--- src/rtl/prog3_pkg.sv ---
`default_nettype none
// ============================================================================
//  Module      : prog3_pkg
//  Description : Shared defaults and state encoding for the 5-bit pattern
//                scan engine.
//                Address/size defaults : c_pat_addr_def, c_res_base_def,
//                                        c_str_bytes_def
//                State typedef         : state_t
//  Revision    : 1.0  initial release
// ============================================================================
package prog3_pkg;

    localparam int c_pat_addr_def  = 32;
    localparam int c_res_base_def  = 33;
    localparam int c_str_bytes_def = 32;

    typedef enum logic [2:0] {
        IDLE   = 3'd0,
        RD_PAT = 3'd1,
        RD_STR = 3'd2,
        WR_CTB = 3'd3,
        WR_CTO = 3'd4,
        WR_CTS = 3'd5,
        DONE   = 3'd6
    } state_t;

endpackage
`default_nettype wire

--- src/rtl/pat_window_cmp.sv ---
`default_nettype none
// ============================================================================
//  Module      : pat_window_cmp
//  Description : Combinational 5-bit window matcher for one string byte.
//                prev      : previous byte (more significant in the string)
//                cur       : current byte
//                pat       : 5-bit pattern
//                first     : cur is the first byte (no crossing windows)
//                in_cnt    : matches among the four windows inside cur
//                any_hit   : in_cnt is non-zero
//                cross_cnt : matches among the four windows spanning prev|cur
//  Revision    : 1.0  initial release
// ============================================================================
module pat_window_cmp (
    input  logic [7:0] prev,
    input  logic [7:0] cur,
    input  logic [4:0] pat,
    input  logic       first,
    output logic [2:0] in_cnt,
    output logic       any_hit,
    output logic [2:0] cross_cnt
);

    logic [15:0] w_cat;
    assign w_cat = {prev, cur};

    always_comb begin
        in_cnt    = 3'd0;
        cross_cnt = 3'd0;
        // In-byte windows b[4:0] .. b[7:3]
        for (int i = 0; i < 4; i++) begin
            if (cur[i +: 5] == pat) begin
                in_cnt = in_cnt + 3'd1;
            end
        end
        // Crossing windows {p[3:0],c[7]} .. {p[0],c[7:4]} sit at cat[11:7] .. cat[8:4]
        for (int i = 4; i < 8; i++) begin
            if (w_cat[i +: 5] == pat) begin
                cross_cnt = cross_cnt + 3'd1;
            end
        end
        if (first) begin
            cross_cnt = 3'd0;
        end
        any_hit = (in_cnt != 3'd0);
    end

endmodule
`default_nettype wire

--- src/rtl/pat_scan_engine.sv ---
`default_nettype none
// ============================================================================
//  Module      : pat_scan_engine
//  Description : Counts occurrences of a 5-bit pattern in a byte string held
//                in data memory and writes three counts back to memory.
//                clk         : clock
//                reset       : synchronous active-high reset
//                start       : one-cycle scan request (IDLE/DONE only)
//                mem_addr    : memory address (registered)
//                mem_rd_data : read data, one cycle after mem_addr
//                mem_wr_en   : write strobe (registered)
//                mem_wr_data : write data (registered)
//                done        : results written, held until start/reset
//  Revision    : 1.0  initial release
// ============================================================================
module pat_scan_engine
    import prog3_pkg::*;
#(
    parameter int PAT_ADDR  = c_pat_addr_def,
    parameter int RES_BASE  = c_res_base_def,
    parameter int STR_BYTES = c_str_bytes_def
) (
    input  logic       clk,
    input  logic       reset,
    input  logic       start,
    output logic [7:0] mem_addr,
    input  logic [7:0] mem_rd_data,
    output logic       mem_wr_en,
    output logic [7:0] mem_wr_data,
    output logic       done
);

    state_t     r_state;
    logic [4:0] r_pat;
    logic [7:0] r_prev;
    logic       r_first;
    logic [7:0] r_ctb;
    logic [7:0] r_cto;
    logic [7:0] r_cts;
    logic [7:0] r_idx;
    logic       r_rd_active;   // a string address is on mem_addr this cycle
    logic       r_str_pend;    // string byte is on mem_rd_data this cycle
    logic       r_pat_pend;    // pattern byte is on mem_rd_data this cycle

    logic [2:0] w_in_cnt;
    logic [2:0] w_cross_cnt;
    logic       w_any_hit;
    logic [7:0] w_ctb_nxt;
    logic [7:0] w_cto_nxt;
    logic [7:0] w_cts_nxt;
    logic       w_last;

    pat_window_cmp u_cmp (
        .prev      (r_prev),
        .cur       (mem_rd_data),
        .pat       (r_pat),
        .first     (r_first),
        .in_cnt    (w_in_cnt),
        .any_hit   (w_any_hit),
        .cross_cnt (w_cross_cnt)
    );

    assign w_ctb_nxt = r_ctb + {5'd0, w_in_cnt};
    assign w_cto_nxt = r_cto + {7'd0, w_any_hit};
    assign w_cts_nxt = r_cts + {5'd0, w_in_cnt} + {5'd0, w_cross_cnt};
    // Last byte is arriving and no further reads are outstanding
    assign w_last    = r_str_pend && !r_rd_active;

    always_ff @(posedge clk) begin
        if (reset) begin
            r_state     <= IDLE;
            r_pat       <= 5'd0;
            r_prev      <= 8'd0;
            r_first     <= 1'b1;
            r_ctb       <= 8'd0;
            r_cto       <= 8'd0;
            r_cts       <= 8'd0;
            r_idx       <= 8'd0;
            r_rd_active <= 1'b0;
            r_str_pend  <= 1'b0;
            r_pat_pend  <= 1'b0;
            mem_addr    <= 8'd0;
            mem_wr_en   <= 1'b0;
            mem_wr_data <= 8'd0;
            done        <= 1'b0;
        end else begin
            r_pat_pend <= 1'b0;
            r_str_pend <= r_rd_active;

            if (r_pat_pend) begin
                r_pat <= mem_rd_data[7:3];
            end
            if (r_str_pend) begin
                r_ctb   <= w_ctb_nxt;
                r_cto   <= w_cto_nxt;
                r_cts   <= w_cts_nxt;
                r_prev  <= mem_rd_data;
                r_first <= 1'b0;
            end

            case (r_state)
                IDLE, DONE: begin
                    if (start) begin
                        r_state  <= RD_PAT;
                        mem_addr <= 8'(PAT_ADDR);
                        done     <= 1'b0;
                        r_ctb    <= 8'd0;
                        r_cto    <= 8'd0;
                        r_cts    <= 8'd0;
                        r_pat    <= 5'd0;
                        r_prev   <= 8'd0;
                        r_first  <= 1'b1;
                    end
                end
                RD_PAT: begin
                    r_state     <= RD_STR;
                    mem_addr    <= 8'd0;
                    r_idx       <= 8'd0;
                    r_rd_active <= 1'b1;
                    r_pat_pend  <= 1'b1;
                end
                RD_STR: begin
                    if (r_rd_active) begin
                        if (r_idx == 8'(STR_BYTES - 1)) begin
                            r_rd_active <= 1'b0;
                        end else begin
                            r_idx    <= r_idx + 8'd1;
                            mem_addr <= r_idx + 8'd1;
                        end
                    end
                    // Final count folds in the byte arriving now
                    if (w_last) begin
                        r_state     <= WR_CTB;
                        mem_addr    <= 8'(RES_BASE);
                        mem_wr_en   <= 1'b1;
                        mem_wr_data <= w_ctb_nxt;
                    end
                end
                WR_CTB: begin
                    r_state     <= WR_CTO;
                    mem_addr    <= 8'(RES_BASE + 1);
                    mem_wr_data <= r_cto;
                end
                WR_CTO: begin
                    r_state     <= WR_CTS;
                    mem_addr    <= 8'(RES_BASE + 2);
                    mem_wr_data <= r_cts;
                end
                WR_CTS: begin
                    r_state     <= DONE;
                    mem_addr    <= 8'd0;
                    mem_wr_en   <= 1'b0;
                    mem_wr_data <= 8'd0;
                    done        <= 1'b1;
                end
                default: begin
                    r_state   <= IDLE;
                    mem_wr_en <= 1'b0;
                end
            endcase
        end
    end

endmodule
`default_nettype wire

--- config.mk ---
export PLATFORM = sky130hd
export DESIGN_NAME = pat_scan_engine
export DESIGN_NICKNAME = d
export VERILOG_FILES = /design/src/rtl/prog3_pkg.sv /design/src/rtl/pat_window_cmp.sv /design/src/rtl/pat_scan_engine.sv
export SDC_FILE = /design/constraint.sdc
export NUM_CORES = 1
export LEC_CHECK = 0
export ABC_AREA = 1
export BUFFER_PORTS_ARGS = -buffer_cell sky130_fd_sc_hd__buf_2
export CORE_MARGIN = 2
export CORE_UTILIZATION = 30
export CTS_BUF_LIST = sky130_fd_sc_hd__clkbuf_16
export DETAILED_ROUTE_END_ITERATION = 6
export HOLD_SLACK_MARGIN = 0.08
export PLACE_DENSITY = 0.56
export SYNTH_ARGS = -nofsm -noshare
export SYNTH_HDL_FRONTEND = slang
export SYNTH_SLANG_ARGS = --single-unit
--- constraint.sdc ---
create_clock -name clk -period 3.72 [get_ports clk]
set_clock_uncertainty 0.2 [all_clocks]
set_input_delay 0.186 -clock clk [delete_from_list [all_inputs] [get_ports clk]]
set_output_delay 0.186 -clock clk [all_outputs]
set_load 0.02 [all_outputs]
==> flow_summary.ini <==
[synthesis]
synth.avg_cell_area_um2 = 7.465
yosysTopAreaCellShare_pct = 31.44
ys_seq_area_share_pct = 31.44
syn_area_um2 = 4203
synth_edf_count = 0
syn_nets = 595
synth_top_area_cell = dfxtp_1
synthArstFlopShare_pct = 0
synth_cells = 563
yosys_warnings = 0
ys_ff_latch = 66
synth.most_common_cell = nand2_1
ys_types = 47
synth_common_cells = nand2_1 (100), dfxtp_1 (66), nor2_1 (65)
synth_top_cells_by_area = dfxtp_1 (31%), nand2_1 (8.9%), nor2_1 (5.8%), inv_1 (5.2%), ha_1 (4.8%)
synth_ff_type = dfxtp_1

[sta]
max_slew.worst_pin.slew_ns = 0.4823
timing.final.ws_setup_ns = -0.3324
drv_slew = 0
rsz0062_at_grt = yes
setup_violations = 4
whs_ns = 0.09507
finalCritPeriodShare_pct = 108.9
period_needed_ns = 4.052
max_freq_ghz = 0.2468
hold_viol = 0
slew_headroom_pct = 67.73
tns_ns = -0.9635

[cells_and_area]
fin_cells = 833
fin_nets = 680
synthToLayoutAreaGrowth_pct = 31.53
drive_above_1_share_pct = 35.99
fin_util_pct = 40.13
antennaDiodeCount = 0

[route]
dr_total_vias = 3863
drtIter0Drc = 177
drt_wl_total_um = 10520
dr.pass1.iters = 5
remaining_drc_errors = 0
routedWlPerCell_um = 12.63
vias_per_cell = 4.637
ant_nets = 0

[critical_path]
startpoint = r_pat[2]$_SDFF_PP0_
end_kind = register
crit_type = register to register
cp_max_fo = 5
worst_setup_path_start_kind = register
ff2ff_setup_slack_ns = -0.33
r2r_end = r_cts[7]$_SDFF_PP0_
crit_arrival_ns = 4.08
cp.required_ns = 3.75
ff2ff_path_depth = 22
crit-reg2reg-launch = r_pat[2]$_SDFF_PP0_

[clocking]
cts_tree = yes
cts.htree.levels = 3
clkTransAtPathRegs_ns = 0.06
cts_sinks = 66
insertion_delay_ns = 0.34
cts_buffers = 9
max-clock-path-buffers = 2
clock_tree.root_cell = clkbuf_16

[global_route]
grt_pass1_vias = 3720
grt_max_degree = 32
grt_overflow = 0
grt_pass1_wl_um = 17190
antenna_found_initial = 0
grt_use_total_pct = 14.45

[floorplanning]
num_io_pins = 29
die_area_um2 = 14970
rows = 43
coreArea_um2 = 13770
fp.dieH_um = 122.4
initial_core_util_pct = 30.51
die_w_um = 122.4

[flow_run]
cap_violations = 0

[hold_path]
min_to = r_pat[4]$_SDFF_PP0_
hold_path.class = input port to register
min_path_cells = 4
min_from = mem_rd_data[7]

[power]
power.total_mw = 3.124
irDropWorstVdd_uv = 212.5
powerDensity_nw_per_um2 = 565.1
p_leak_nw = 2.304

[outcome]
status = finished with violations
failed_checks = setup timing

[place]
portBuffers = 28
gp_congestion = 0.9000
placed_cells = 797
dp_hpwl_um = 7707
## registers in the layout, indices dropped and copies added (netlist names)
signal       count
mem_addr         8
mem_wr_data      8
r_ctb            8
r_cto            8
r_cts            8
r_idx            8
r_pat            5
r_prev           4
r_state          3
done             1
mem_wr_en        1
r_first          1
r_pat_pend       1
r_rd_active      1
r_str_pend       1
## how the worst max path moves through the flow
stage | end | slack, ns | cells past startpoint
final | r_cts[7]$_SDFF_PP0_ | -0.33 | 22
after CTS | r_cts[7]$_SDFF_PP0_ | -0.37 | 25
after global placement | r_cts[7]$_SDFF_PP0_ | -0.34 | 23
after detailed placement | r_cts[7]$_SDFF_PP0_ | -0.47 | 23
after global routing | r_cts[7]$_SDFF_PP0_ | -0.65 | 24
after floorplan | r_cts[7]$_SDFF_PP0_ | -0.26 | 26
## cell usage in the layout (no fill, tap or decap), types with 14 or more instances in the layout
cell	instances
xnor2_1	16
dfxtp_1	62
o21ai_1	18
buf_4	56
a211oi_2	14
a21oi_1	33
nand2_1	90
nor2_1	61
inv_2	29
buf_2	28
inv_1	47
xor2_1	17
nand2_2	16
nand3_1	14
## logic make-up after synthesis
family          count (synthesis)  share of synthesized area [%]
simple gates                  245                          28.28
compound gates                 98                          15.81
buf+inv                        97                          9.824
flops                          66                          31.44
xor+xnor                       36                          7.502
fa+ha+maj                      21                          7.145
## final cells by class
class	instances	area, um^2
well taps	180	225.2
repair buffers	95	674.4
inverters	76	285.3
flip-flops and latches	66	1329
multi-input cells	400	2720
fillers	1409	8245
clock buffers	9	225.2
clock inverters	7	68.82
## power breakdown
group / internal (mW) / switching [mW]
sequential: 0.830 / 0.124
clock: 0.517 / 0.329
combinational: 0.500 / 0.824
total: 1.85 / 1.28
## per-layer routing
metal	global-route usage (%)	wire (um)	up-vias
li1	-	-	1990
met1	18.28	4894	1813
met2	24.17	5179	39
met3	1.905	186	21
met4	7.040	263	0
met5	0	0	-
## per-stage QoR
step                      setup slack, ns  area [um^2]
after floorplan                   -0.2554         4228
after global placement            -0.3381         4815
after detailed placement          -0.4723         4815
after CTS                         -0.3665         5293
after global routing              -0.6533         5528
final                             -0.3324         5528
## worst max-delay path, stage by stage (launching register included)
cell	delay (ns)
dfxtp_4	0.36
xor2_1	0.15
nor4_1	0.28
and3_2	0.27
inv_2	0.04
ha_2	0.16
inv_2	0.04
nand4_1	0.15
nand2_2	0.12
ha_4	0.19
or2_1	0.21
nand2_2	0.09
fa_1	0.43
inv_2	0.08
ha_4	0.13
inv_2	0.03
fa_2	0.33
o21bai_1	0.13
nand3_1	0.12
nor2_2	0.16
nand2_1	0.08
o21ai_1	0.12
a21oi_1	0.05
## repair_timing
item	CTS	global route
gates cloned	0	0
gates resized for setup	11	53
hold endpoints to repair	20	0
pin swaps	5	30
hold buffers	8	0
setup buffers	9	6
setup endpoints to repair	6	17
Power figures use the tool's default switching activity.
